`config.mk`:
```
export PLATFORM = sky130hd
export DESIGN_NAME = cnt_sweep_ctrl_flat
export DESIGN_NICKNAME = d
export VERILOG_FILES = /design/src/rtl/cnt_sweep_ctrl_pkg.sv /design/src/rtl/cnt_sweep_ctrl_if.sv /design/src/rtl/cnt_sweep_ctrl_core.sv /design/src/rtl/cnt_sweep_ctrl.sv /design/src/flat_wrapper.sv
export SDC_FILE = /design/constraint.sdc
export NUM_CORES = 1
export LEC_CHECK = 0
export BUFFER_PORTS_ARGS = -buffer_cell sky130_fd_sc_hd__buf_4
export CORE_ASPECT_RATIO = 1.4
export CORE_MARGIN = 3
export CORE_UTILIZATION = 48
export DETAILED_ROUTE_END_ITERATION = 6
export PLACE_DENSITY = 0.75
export REMOVE_ABC_BUFFERS = 1
export SYNTH_ARGS = -nofsm -noshare
export SYNTH_HDL_FRONTEND = slang
export SYNTH_HIERARCHICAL = 1
export SYNTH_SLANG_ARGS = --single-unit
export TNS_END_PERCENT = 30
```
`constraint.sdc`:
```
create_clock -name clk -period 2.1 [get_ports clk]
set_input_delay 0.525 -clock clk [delete_from_list [all_inputs] [get_ports clk]]
set_output_delay 0.525 -clock clk [all_outputs]
set_load 0.1 [all_outputs]
```
`src/rtl/cnt_sweep_ctrl_pkg.sv`:
```
// Shared types and constants for the sweep controller slice.
//   WIDTH  : counter / endpoint width
//   PASS_W : pass-count field width
//   state_t, dir_t, cmd_t (sweep command payload), eff_passes()
package cnt_sweep_ctrl_pkg;

  localparam int unsigned WIDTH  = 4;
  localparam int unsigned PASS_W = 4;

  typedef enum logic [2:0] {
    ST_IDLE = 3'd0,
    ST_LOAD = 3'd1,
    ST_RUN  = 3'd2,
    ST_DONE = 3'd3,
    ST_ABRT = 3'd4
  } state_t;

  typedef enum logic {
    DIR_DN = 1'b0,
    DIR_UP = 1'b1
  } dir_t;

  typedef struct packed {
    logic [WIDTH-1:0]  start_val;
    logic [WIDTH-1:0]  end_val;
    logic              up;
    logic              pingpong;
    logic [PASS_W-1:0] passes;
  } cmd_t;

  // Single-sweep commands always run one pass; a zero pass count means one.
  function automatic logic [PASS_W-1:0] eff_passes(input logic pingpong,
                                                    input logic [PASS_W-1:0] passes);
    if (!pingpong || passes == '0) return PASS_W'(1);
    return passes;
  endfunction

endpackage

```
`src/rtl/cnt_sweep_ctrl_if.sv`:
```
// Sweep command handshake bus.
//   cmd_valid : command present (master -> slave)
//   cmd       : command payload (master -> slave)
//   cmd_ready : slave can accept (slave -> master)
interface cnt_sweep_ctrl_if import cnt_sweep_ctrl_pkg::*; ();

  logic cmd_valid;
  logic cmd_ready;
  cmd_t cmd;

  modport master (output cmd_valid, output cmd, input cmd_ready);
  modport slave  (input cmd_valid, input cmd, output cmd_ready);

endinterface

```
`src/rtl/cnt_sweep_ctrl_core.sv`:
```
// Loadable up/down counter, wraps modulo 2**WIDTH; load has priority over enable.
//   clk, rst : clock, synchronous active-high reset
//   ld/ld_val: load value
//   en/up    : step enable and direction
//   cnt      : registered count
module updown_cnt_core #(
  parameter int unsigned WIDTH = 4
) (
  input  logic             clk,
  input  logic             rst,
  input  logic             ld,
  input  logic [WIDTH-1:0] ld_val,
  input  logic             en,
  input  logic             up,
  output logic [WIDTH-1:0] cnt
);

  always_ff @(posedge clk) begin
    if (rst)     cnt <= '0;
    else if (ld) cnt <= ld_val;
    else if (en) cnt <= up ? cnt + WIDTH'(1) : cnt - WIDTH'(1);
  end

endmodule

```
`src/rtl/cnt_sweep_ctrl.sv`:
```
// Command-driven sweep sequencer around updown_cnt_core.
//   clk, rst  : clock, synchronous active-high reset
//   cmd_if    : command handshake (slave); cmd_ready high only in IDLE
//   pause     : freeze counter and FSM while in RUN
//   abort     : terminate command in LOAD/RUN
//   cnt       : counter value
//   busy      : command in progress (LOAD/RUN)
//   pass_idx  : current pass, 0-based
//   done      : one-cycle pulse on normal completion
//   aborted   : one-cycle pulse on abort completion
module cnt_sweep_ctrl import cnt_sweep_ctrl_pkg::*; (
  input  logic              clk,
  input  logic              rst,
  cnt_sweep_ctrl_if.slave   cmd_if,
  input  logic              pause,
  input  logic              abort,
  output logic [WIDTH-1:0]  cnt,
  output logic              busy,
  output logic [PASS_W-1:0] pass_idx,
  output logic              done,
  output logic              aborted
);

  state_t            state_q, state_d;
  logic [WIDTH-1:0]  tgt_q, tgt_d;       // endpoint the current pass runs towards
  logic [WIDTH-1:0]  other_q, other_d;   // opposite endpoint; holds start until first swap
  dir_t              dir_q, dir_d;
  logic [PASS_W-1:0] passes_q, passes_d;
  logic [PASS_W-1:0] pass_idx_d;
  logic              cnt_ld, cnt_en;
  logic              at_tgt, last_pass;

  assign cmd_if.cmd_ready = (state_q == ST_IDLE);
  assign at_tgt           = (cnt == tgt_q);
  assign last_pass        = (pass_idx == passes_q - PASS_W'(1));

  updown_cnt_core #(.WIDTH(WIDTH)) u_core (
    .clk    (clk),
    .rst    (rst),
    .ld     (cnt_ld),
    .ld_val (other_q),
    .en     (cnt_en),
    .up     (dir_q == DIR_UP),
    .cnt    (cnt)
  );

  // State and captured-command registers; status outputs registered from next state.
  always_ff @(posedge clk) begin
    if (rst) begin
      state_q  <= ST_IDLE;
      tgt_q    <= '0;
      other_q  <= '0;
      dir_q    <= DIR_UP;
      passes_q <= PASS_W'(1);
      pass_idx <= '0;
      busy     <= 1'b0;
      done     <= 1'b0;
      aborted  <= 1'b0;
    end else begin
      state_q  <= state_d;
      tgt_q    <= tgt_d;
      other_q  <= other_d;
      dir_q    <= dir_d;
      passes_q <= passes_d;
      pass_idx <= pass_idx_d;
      busy     <= (state_d == ST_LOAD) || (state_d == ST_RUN);
      done     <= (state_d == ST_DONE);
      aborted  <= (state_d == ST_ABRT);
    end
  end

  // Next-state, datapath control and command bookkeeping.
  always_comb begin
    state_d    = state_q;
    tgt_d      = tgt_q;
    other_d    = other_q;
    dir_d      = dir_q;
    passes_d   = passes_q;
    pass_idx_d = pass_idx;
    cnt_ld     = 1'b0;
    cnt_en     = 1'b0;

    unique case (state_q)
      ST_IDLE: begin
        if (cmd_if.cmd_valid) begin
          tgt_d    = cmd_if.cmd.end_val;
          other_d  = cmd_if.cmd.start_val;
          dir_d    = cmd_if.cmd.up ? DIR_UP : DIR_DN;
          passes_d = eff_passes(cmd_if.cmd.pingpong, cmd_if.cmd.passes);
          state_d  = ST_LOAD;
        end
      end
      ST_LOAD: begin
        if (abort) begin
          state_d = ST_ABRT;
        end else begin
          cnt_ld     = 1'b1;
          pass_idx_d = '0;
          state_d    = ST_RUN;
        end
      end
      ST_RUN: begin
        if (abort) begin
          state_d = ST_ABRT;
        end else if (!pause) begin
          if (!at_tgt) begin
            cnt_en = 1'b1;
          end else if (last_pass) begin
            state_d = ST_DONE;
          end else begin
            // Bounce: next pass heads back to the opposite endpoint.
            tgt_d      = other_q;
            other_d    = tgt_q;
            dir_d      = (dir_q == DIR_UP) ? DIR_DN : DIR_UP;
            pass_idx_d = pass_idx + PASS_W'(1);
          end
        end
      end
      ST_DONE: state_d = ST_IDLE;
      ST_ABRT: state_d = ST_IDLE;
      default: state_d = ST_IDLE;
    endcase
  end

endmodule

```
`src/flat_wrapper.sv`:
```
// flat-port wrapper written by rule: the top's interface ports become plain ports
module cnt_sweep_ctrl_flat import cnt_sweep_ctrl_pkg::*;
  (clk, rst, pause, abort, cnt, busy, pass_idx, done, aborted, cmd_if_cmd_valid, cmd_if_cmd, cmd_if_cmd_ready);
  cnt_sweep_ctrl_if cmd_if_i ();
  input  logic clk;
  input  logic rst;
  input  logic pause;
  input  logic abort;
  output logic [WIDTH-1:0] cnt;
  output logic busy;
  output logic [PASS_W-1:0] pass_idx;
  output logic done;
  output logic aborted;
  input wire logic [$bits(cmd_if_i.cmd_valid)-1:0] cmd_if_cmd_valid;
  input wire logic [$bits(cmd_if_i.cmd)-1:0] cmd_if_cmd;
  output wire logic [$bits(cmd_if_i.cmd_ready)-1:0] cmd_if_cmd_ready;
  assign cmd_if_i.cmd_valid = cmd_if_cmd_valid;
  assign cmd_if_i.cmd = cmd_if_cmd;
  assign cmd_if_cmd_ready = cmd_if_i.cmd_ready;
  cnt_sweep_ctrl u_core (.clk(clk), .rst(rst), .cmd_if(cmd_if_i), .pause(pause), .abort(abort), .cnt(cnt), .busy(busy), .pass_idx(pass_idx), .done(done), .aborted(aborted));
endmodule
```
Word level (Yosys, flattened, before mapping)
Index checks and enable logic that the tools add are counted.
{ "word_totals": {"in_bits": 19, "out_inout_bits": 12, "ff_bits": 27} }
{ "op_classes": {"mux": 47, "add_sub_neg": 4, "reduce_logical": 11, "n_eq_ne": 14} }
{ "op_table": {"columns": ["op", "n"], "rows": [
  ["$mux 4", 20],
  ["$pmux 4 s2", 3],
  ["$mux 3", 6],
  ["$mux 1", 16],
  ["$reduce_and 6->1", 2],
  ["$ne 2x2->1 const B", 5],
  ["$eq 3x2->1 const B", 3],
  ["$pmux 3 s3", 1],
  ["$add 4x1->4 const B", 2],
  ["$eq 4x4->1", 2],
  ["$sub 4x1->4 const B", 2],
  ["$eq 3x1->1 const B", 2],
  ["$reduce_bool 2->1", 3],
  ["$logic_not 4->1", 1],
  ["$eq 3x3->1 const B", 1],
  ["$logic_not 3->1", 1],
  ["$logic_or 1x1->1", 2],
  ["$ne 2x1->1 const B", 1],
  ["$pmux 1 s2", 1],
  ["$reduce_and 2->1", 1],
  ["$logic_not 1->1", 1]
]} }

Depth between registers and ports, before layout
{ "logic_depth": {"word_depth": 9, "ltp_mapped": 8, "mapped_depth_nobuf": 7} }

Cells and area by module
The synthesis kept the hierarchy.
{ "by_module_without_submodules": {"columns": ["mod", "area_per_inst_um2", "seq_area_each_um2", "n_inst", "cells_per_inst"], "rows": [
  ["cnt_sweep_ctrl", 1191.1, 460.4, 1, 136],
  ["updown_cnt_core", 295.3, 80.1, 1, 30]
]} }

Worst setup path before layout
No wires, ideal clock.
{ "synth_timing": {"kind": "flip-flop to flip-flop", "from": "register u_core.state_q[2]", "to": "register u_core.passes_q[0]", "setup_ns": 0.124, "arrival_time_ns": 3.562, "slack_ns": -1.586, "n_path_buf": 2, "synth_period_minus_slack_ns": 3.686, "required_time_ns": 1.976, "stages_incl_launch_ff": 7, "cell_sequence": "dfxtp_1 buf_2 nor3_1 nand2_1 clkbuf_1 nor4b_1 o21bai_1"} }
{ "synth_between": {"elab_chain_cells": 2} }
{ "synth_lines": {"columns": ["element", "line", "rtl"], "rows": [
  ["start, declared", "cnt_sweep_ctrl.sv:24", "state_t state_q, state_d;"],
  ["start signal, assigned", "cnt_sweep_ctrl.sv:60", "state_q <= state_d;"],
  ["$logic_not 3->1", null, null],
  ["net cmd_if_cmd_ready", "flat_wrapper.sv:16", "output wire logic [$bits(cmd_if_i.cmd_ready)-1:0] cmd_if_cmd_ready;"],
  ["$reduce_and 2->1 (no source line)", null, null],
  ["end signal, assigned", "cnt_sweep_ctrl.sv:64", "passes_q <= passes_d;"],
  ["end, declared", "cnt_sweep_ctrl.sv:28", "logic [PASS_W-1:0] passes_q, passes_d;"]
]} }
The timed path passes the listed nets, and every way through them passes these cells.
A chain may end at the register's enable or synchronous reset.

Worst setup path in the final report
{ "layout_timing": {"from": "register u_core.state_q[0]", "to": "register u_core.u_core.cnt[2]"} }
{ "layout_between": {"elab_chain_cells": 3, "elab_cells_between_ends": 6, "classes_between": "eq/ne: 2; mux: 3; reduce/logical: 1"} }
{ "layout_lines": {"columns": ["element", "line", "rtl"], "rows": [
  ["$eq 3x2->1", "cnt_sweep_ctrl.sv:83", "unique case (state_q)"],
  ["$mux 1", "cnt_sweep_ctrl.sv:83", null],
  ["net u_core.cnt_en", "cnt_sweep_ctrl.sv:30", "logic cnt_ld, cnt_en;"],
  ["$reduce_bool 2->1 (no source line)", null, null],
  ["end signal, assigned", "cnt_sweep_ctrl_core.sv:20", "else if (ld) cnt <= ld_val;"],
  ["end signal, assigned", "cnt_sweep_ctrl_core.sv:21", "else if (en) cnt <= up ? cnt + WIDTH'(1) : cnt - WIDTH'(1);"],
  ["end, declared", "cnt_sweep_ctrl_core.sv:15", "output logic [WIDTH-1:0] cnt"]
]} }
The timed path passes the listed nets, and every way through them passes these cells.

==> metrics.md <==
| Metric | Value |
|---|---|
| VDD IR max | `~0.0003 V` |
| Core Area | `about 2900 um^2` |
| Placed cell areas | `~1800 um^2` |
| Worst-Skew Late Latency | `roughly 0.27 ns` |
| Clock power frac | `between 20 and 30%` |
| Max_slew headroom | `65.40%` |
| Starting density of the core | `between 50% and 60%` |
| Setup TNS Final | `0 ns` |
| Post-route cell area | `roughly 1900 um^2` |
| Pwr Density | `slightly above 600 nW/um^2` |
| Run status | `complete, no violations` |
| Worst hold start | `u_core/passes_q[3]$_SDFFE_PP0P_` |
| CTS tree | `yes` |
| Cell taking the most area after synthesis | `dfxtp_1` |
| Largest net degree at the start of global routing | `27` |
| Post-synth EDFFs | `0` |
| Worst slew pin tran | `~0.52 ns` |
| Fin. max-slew vios | `0` |
| Placer Congestion | `about 0.81` |
| Net switching power | `about 0.35 mW` |
| Iter 0 DRT Violations | `27` |
| Final hold vios | `0` |
| Root Buffer | `clkbuf_8` |
| Gr ovfl total | `0` |
| Period utilization | `between 90% and 100%` |
| Ys Warns | `6` |
| Wirelength, routed | `between 3 and 4 mm` |
| Top post-synthesis cells by area | `dfxtp_1 (36%), nor3_1 (6.7%), xnor2_1 (5.9%)` |
| Die Wd | `around 53 um` |
| Setup violations, final | `0` |
| CP Class | `flop to flop` |
| Via count | `roughly 1400` |
| Hold Path Depth | `2` |
| Number of global-route vias before repair | `around 1400` |
| Hold EP | `u_core/passes_q[3]$_SDFFE_PP0P_` |
| RSZ-0062 raised after global routing | `no` |
| GRT Resource Usage Total | `a little over a fifth` |
| Minimum clock period | `1.996 ns` |
| Distinct cells, synth | `42` |
| P_leak | `~0.73 nW` |
| Crit-path max FO | `4` |
| Number of synthesized register bits | `27` |
| Syn_area_per_cell | `between 8 and 9 um^2` |
| # IOs | `31` |
| Post-route ant nets | `0` |
| Register area share after synthesis | `36.36%` |
| Yosys top cell area share | `36.36%` |
| Reg-to-reg slack, setup | `roughly 0.10 ns` |
| Number of antenna diodes | `0` |
| R2r endpoint | `u_core/u_core/cnt[2]$_SDFFE_PP0P_` |
| Reg-to-Reg Start | `u_core/state_q[0]$_SDFF_PP0_` |
| Drt via density | `a little under 6` |
| Hold Path Class | `flop to flop` |
| Post-synthesis mux area share | `2.104%` |
| Remaining DRCs | `0` |
| Final WS setup | `0.1043 ns` |
| CP startpoint kind | `flop` |
| Layout fillers | `~240` |
| First-pass GRT wire length | `6.348 mm` |
| WP data required | `between 2 and 2.5 ns` |
| Seq pwr share | `a little under 50%` |
| Ys async rst share | `0%` |
| Post-CTS setup buffers | `0` |
| Post-place setup slack | `-0.08732 ns` |
| Initial DRT Pass Iterations | `4` |
| Maxcap violations | `0` |
| Arrival time worst endpoint | `2.20 ns` |
| Area Overhead vs Synth | `25.84%` |
| DIE AREA | `3810 um^2` |
| Cts bufs inserted | `3` |
| Sw Share | `between 30% and 40%` |
| Syn Inst Count | `166` |
| H-tree Lvls | `1` |
| Worst-case reg-to-reg path depth | `7` |
| Worst-path clk slew | `0.09 ns` |
| Final-stage net count | `228` |
| Clock Skew | `between 0.001 and 0.0015 ns` |
| Fraction of the mapped netlist area in simple logic gates | `roughly 27%` |
| # rows | `23` |
| Post-Synth XOR/XNOR Area | `8.670%` |
| Hpwl dp | `~2.7 mm` |
| Clock buffer depth | `2` |
| PortBufs | `30` |
| Setup crit end kind | `flop` |
| Die Y-Extent | `just over 70 um` |
| Commonest cells post-synth | `dfxtp_1 (27), nor3_1 (20), nor2_1 (10), xnor2_1 (10)` |
| Adder-Cell Fraction of Synth Area | `between 4 and 5%` |
| DR WL/cell | `around 16 um` |
| Internal power | `approximately 0.79 mW` |
| Compound-Gate Fraction of Synth Area | `17.26%` |
| Count leader, synth | `dfxtp_1` |
| Primary FF master, synth | `dfxtp_1` |
| Sink Count | `27` |
| Comb power frac | `25.0%` |
| Antenna violations before repair | `0` |
| Max frequency | `501.1 MHz` |
| Largest family of logic cells by synthesized area | `simple AND/OR/NAND/NOR gates` |
| Share of layout cells above drive strength 1 | `~28%` |
| Synth Cell Area | `between 1000 and 1500 um^2` |
[per-stage QoR]
stage               power, mW  utilization [%]  instances  hold slack [ns]
global placement       0.8486            61.99        236           0.4544
finish                  1.146            64.36        240           0.4730
CTS                     1.150            63.54        240           0.4773
detailed placement     0.8590            61.99        236           0.4562
floorplan              0.7563                -        158           0.4373
global route            1.203            64.36        240           0.5113
[cells by family (layout without fill, tap and decap cells)]
family / after synthesis / in the layout
buffers and inverters: 14 / 51
DFF: 27 / 27
adders and majority gates: 5 / 5
and+or+nand+nor: 71 / 71
AOI/OAI and AO/OA: 33 / 33
muxes: 3 / 3
xor gates and xnor gates: 13 / 13
[metal layers]
metal,up-vias,track usage (%),wire length (um)
met5,-,0,0
met4,0,7.386,31
met3,4,2.495,161
met2,36,39.78,2079
met1,691,25.42,1481
li1,684,-,-
[power groups by stage]
stage	combinational, mW	clock, mW	sequential [mW]
after floorplan	0.150	0	0.607
after global placement	0.272	0	0.577
after detailed placement	0.281	0	0.578
after CTS	0.282	0.301	0.566
after global routing	0.312	0.321	0.570
final	0.287	0.293	0.567
[repair_timing]
action | 4_1_cts | 5_1_grt
endpoints found under the setup margin | 0 | 3
hold buffers | 0 | 0
resized for setup | 0 | 5
[final cells by class]
type	instances	area, um^2	area share (%)
multi-input combinational	125	907.1	48.50
sequential	27	541.8	28.96
timing repair buffer	41	307.8	16.45
tap	37	46.29	2.475
clock buffer	4	45.04	2.408
inverter	6	22.52	1.204
[layout by cell type (no fill, tap or decap), types with 2 or more instances in the layout]
| cell | synthesis | layout |
|---|---|---|
| a211o_1 | 2 | 2 |
| a21oi_1 | 9 | 9 |
| a221oi_1 | 9 | 9 |
| buf_4 | 0 | 41 |
| clkbuf_8 | 0 | 3 |
| dfxtp_1 | 27 | 26 |
| ha_1 | 4 | 4 |
| inv_1 | 6 | 6 |
| mux2i_1 | 2 | 2 |
| nand2_1 | 8 | 8 |
| nand2b_1 | 2 | 2 |
| nand3_1 | 5 | 5 |
| nor2_1 | 10 | 10 |
| nor2b_1 | 9 | 9 |
| nor3_1 | 20 | 20 |
| nor4b_1 | 4 | 4 |
| o21ai_0 | 4 | 4 |
| o22ai_2 | 0 | 2 |
| or3_1 | 2 | 2 |
| or4_4 | 1 | 2 |
| xnor2_1 | 10 | 10 |
| xor2_1 | 2 | 2 |
[registers in the layout (all words and copies together) (netlist names)]
register,count
u_core/other_q,4
u_core/state_q,3
u_core/tgt_q,4
u_core/done,1
u_core/busy,1
u_core/dir_q,1
u_core/u_core/cnt,4
u_core/passes_q,4
u_core/aborted,1
u_core/pass_idx,4
[critical path, cell delays in order, from the launching register on]
cell and delay [ns]:
dfxtp_1 0.35, nand2b_1 0.19, or4_4 0.44, nor2b_1 0.28, buf_4 0.19, nor2_1 0.04
a211o_2 0.30, a21oi_1 0.13
[worst max path at each step]
stage                     depth (start not counted)  slack (ns)                                 to                            start
final                                             7        0.10  u_core/u_core/cnt[2]$_SDFFE_PP0P_     u_core/state_q[0]$_SDFF_PP0_
after global routing                              7       0.006  u_core/u_core/cnt[2]$_SDFFE_PP0P_     u_core/state_q[0]$_SDFF_PP0_
after CTS                                         8        0.09    u_core/pass_idx[1]$_SDFFE_PP0P_  u_core/passes_q[1]$_SDFFE_PP0P_
after detailed placement                          5       -0.09     u_core/other_q[1]$_SDFFE_PP0P_                            abort
after global placement                            6       -0.02  u_core/u_core/cnt[1]$_SDFFE_PP0P_                            abort
after floorplan                                   4       -1.75    u_core/passes_q[0]$_SDFFE_PP1P_     u_core/state_q[1]$_SDFF_PP0_
Note: power is estimated with default switching activity, not from simulation.
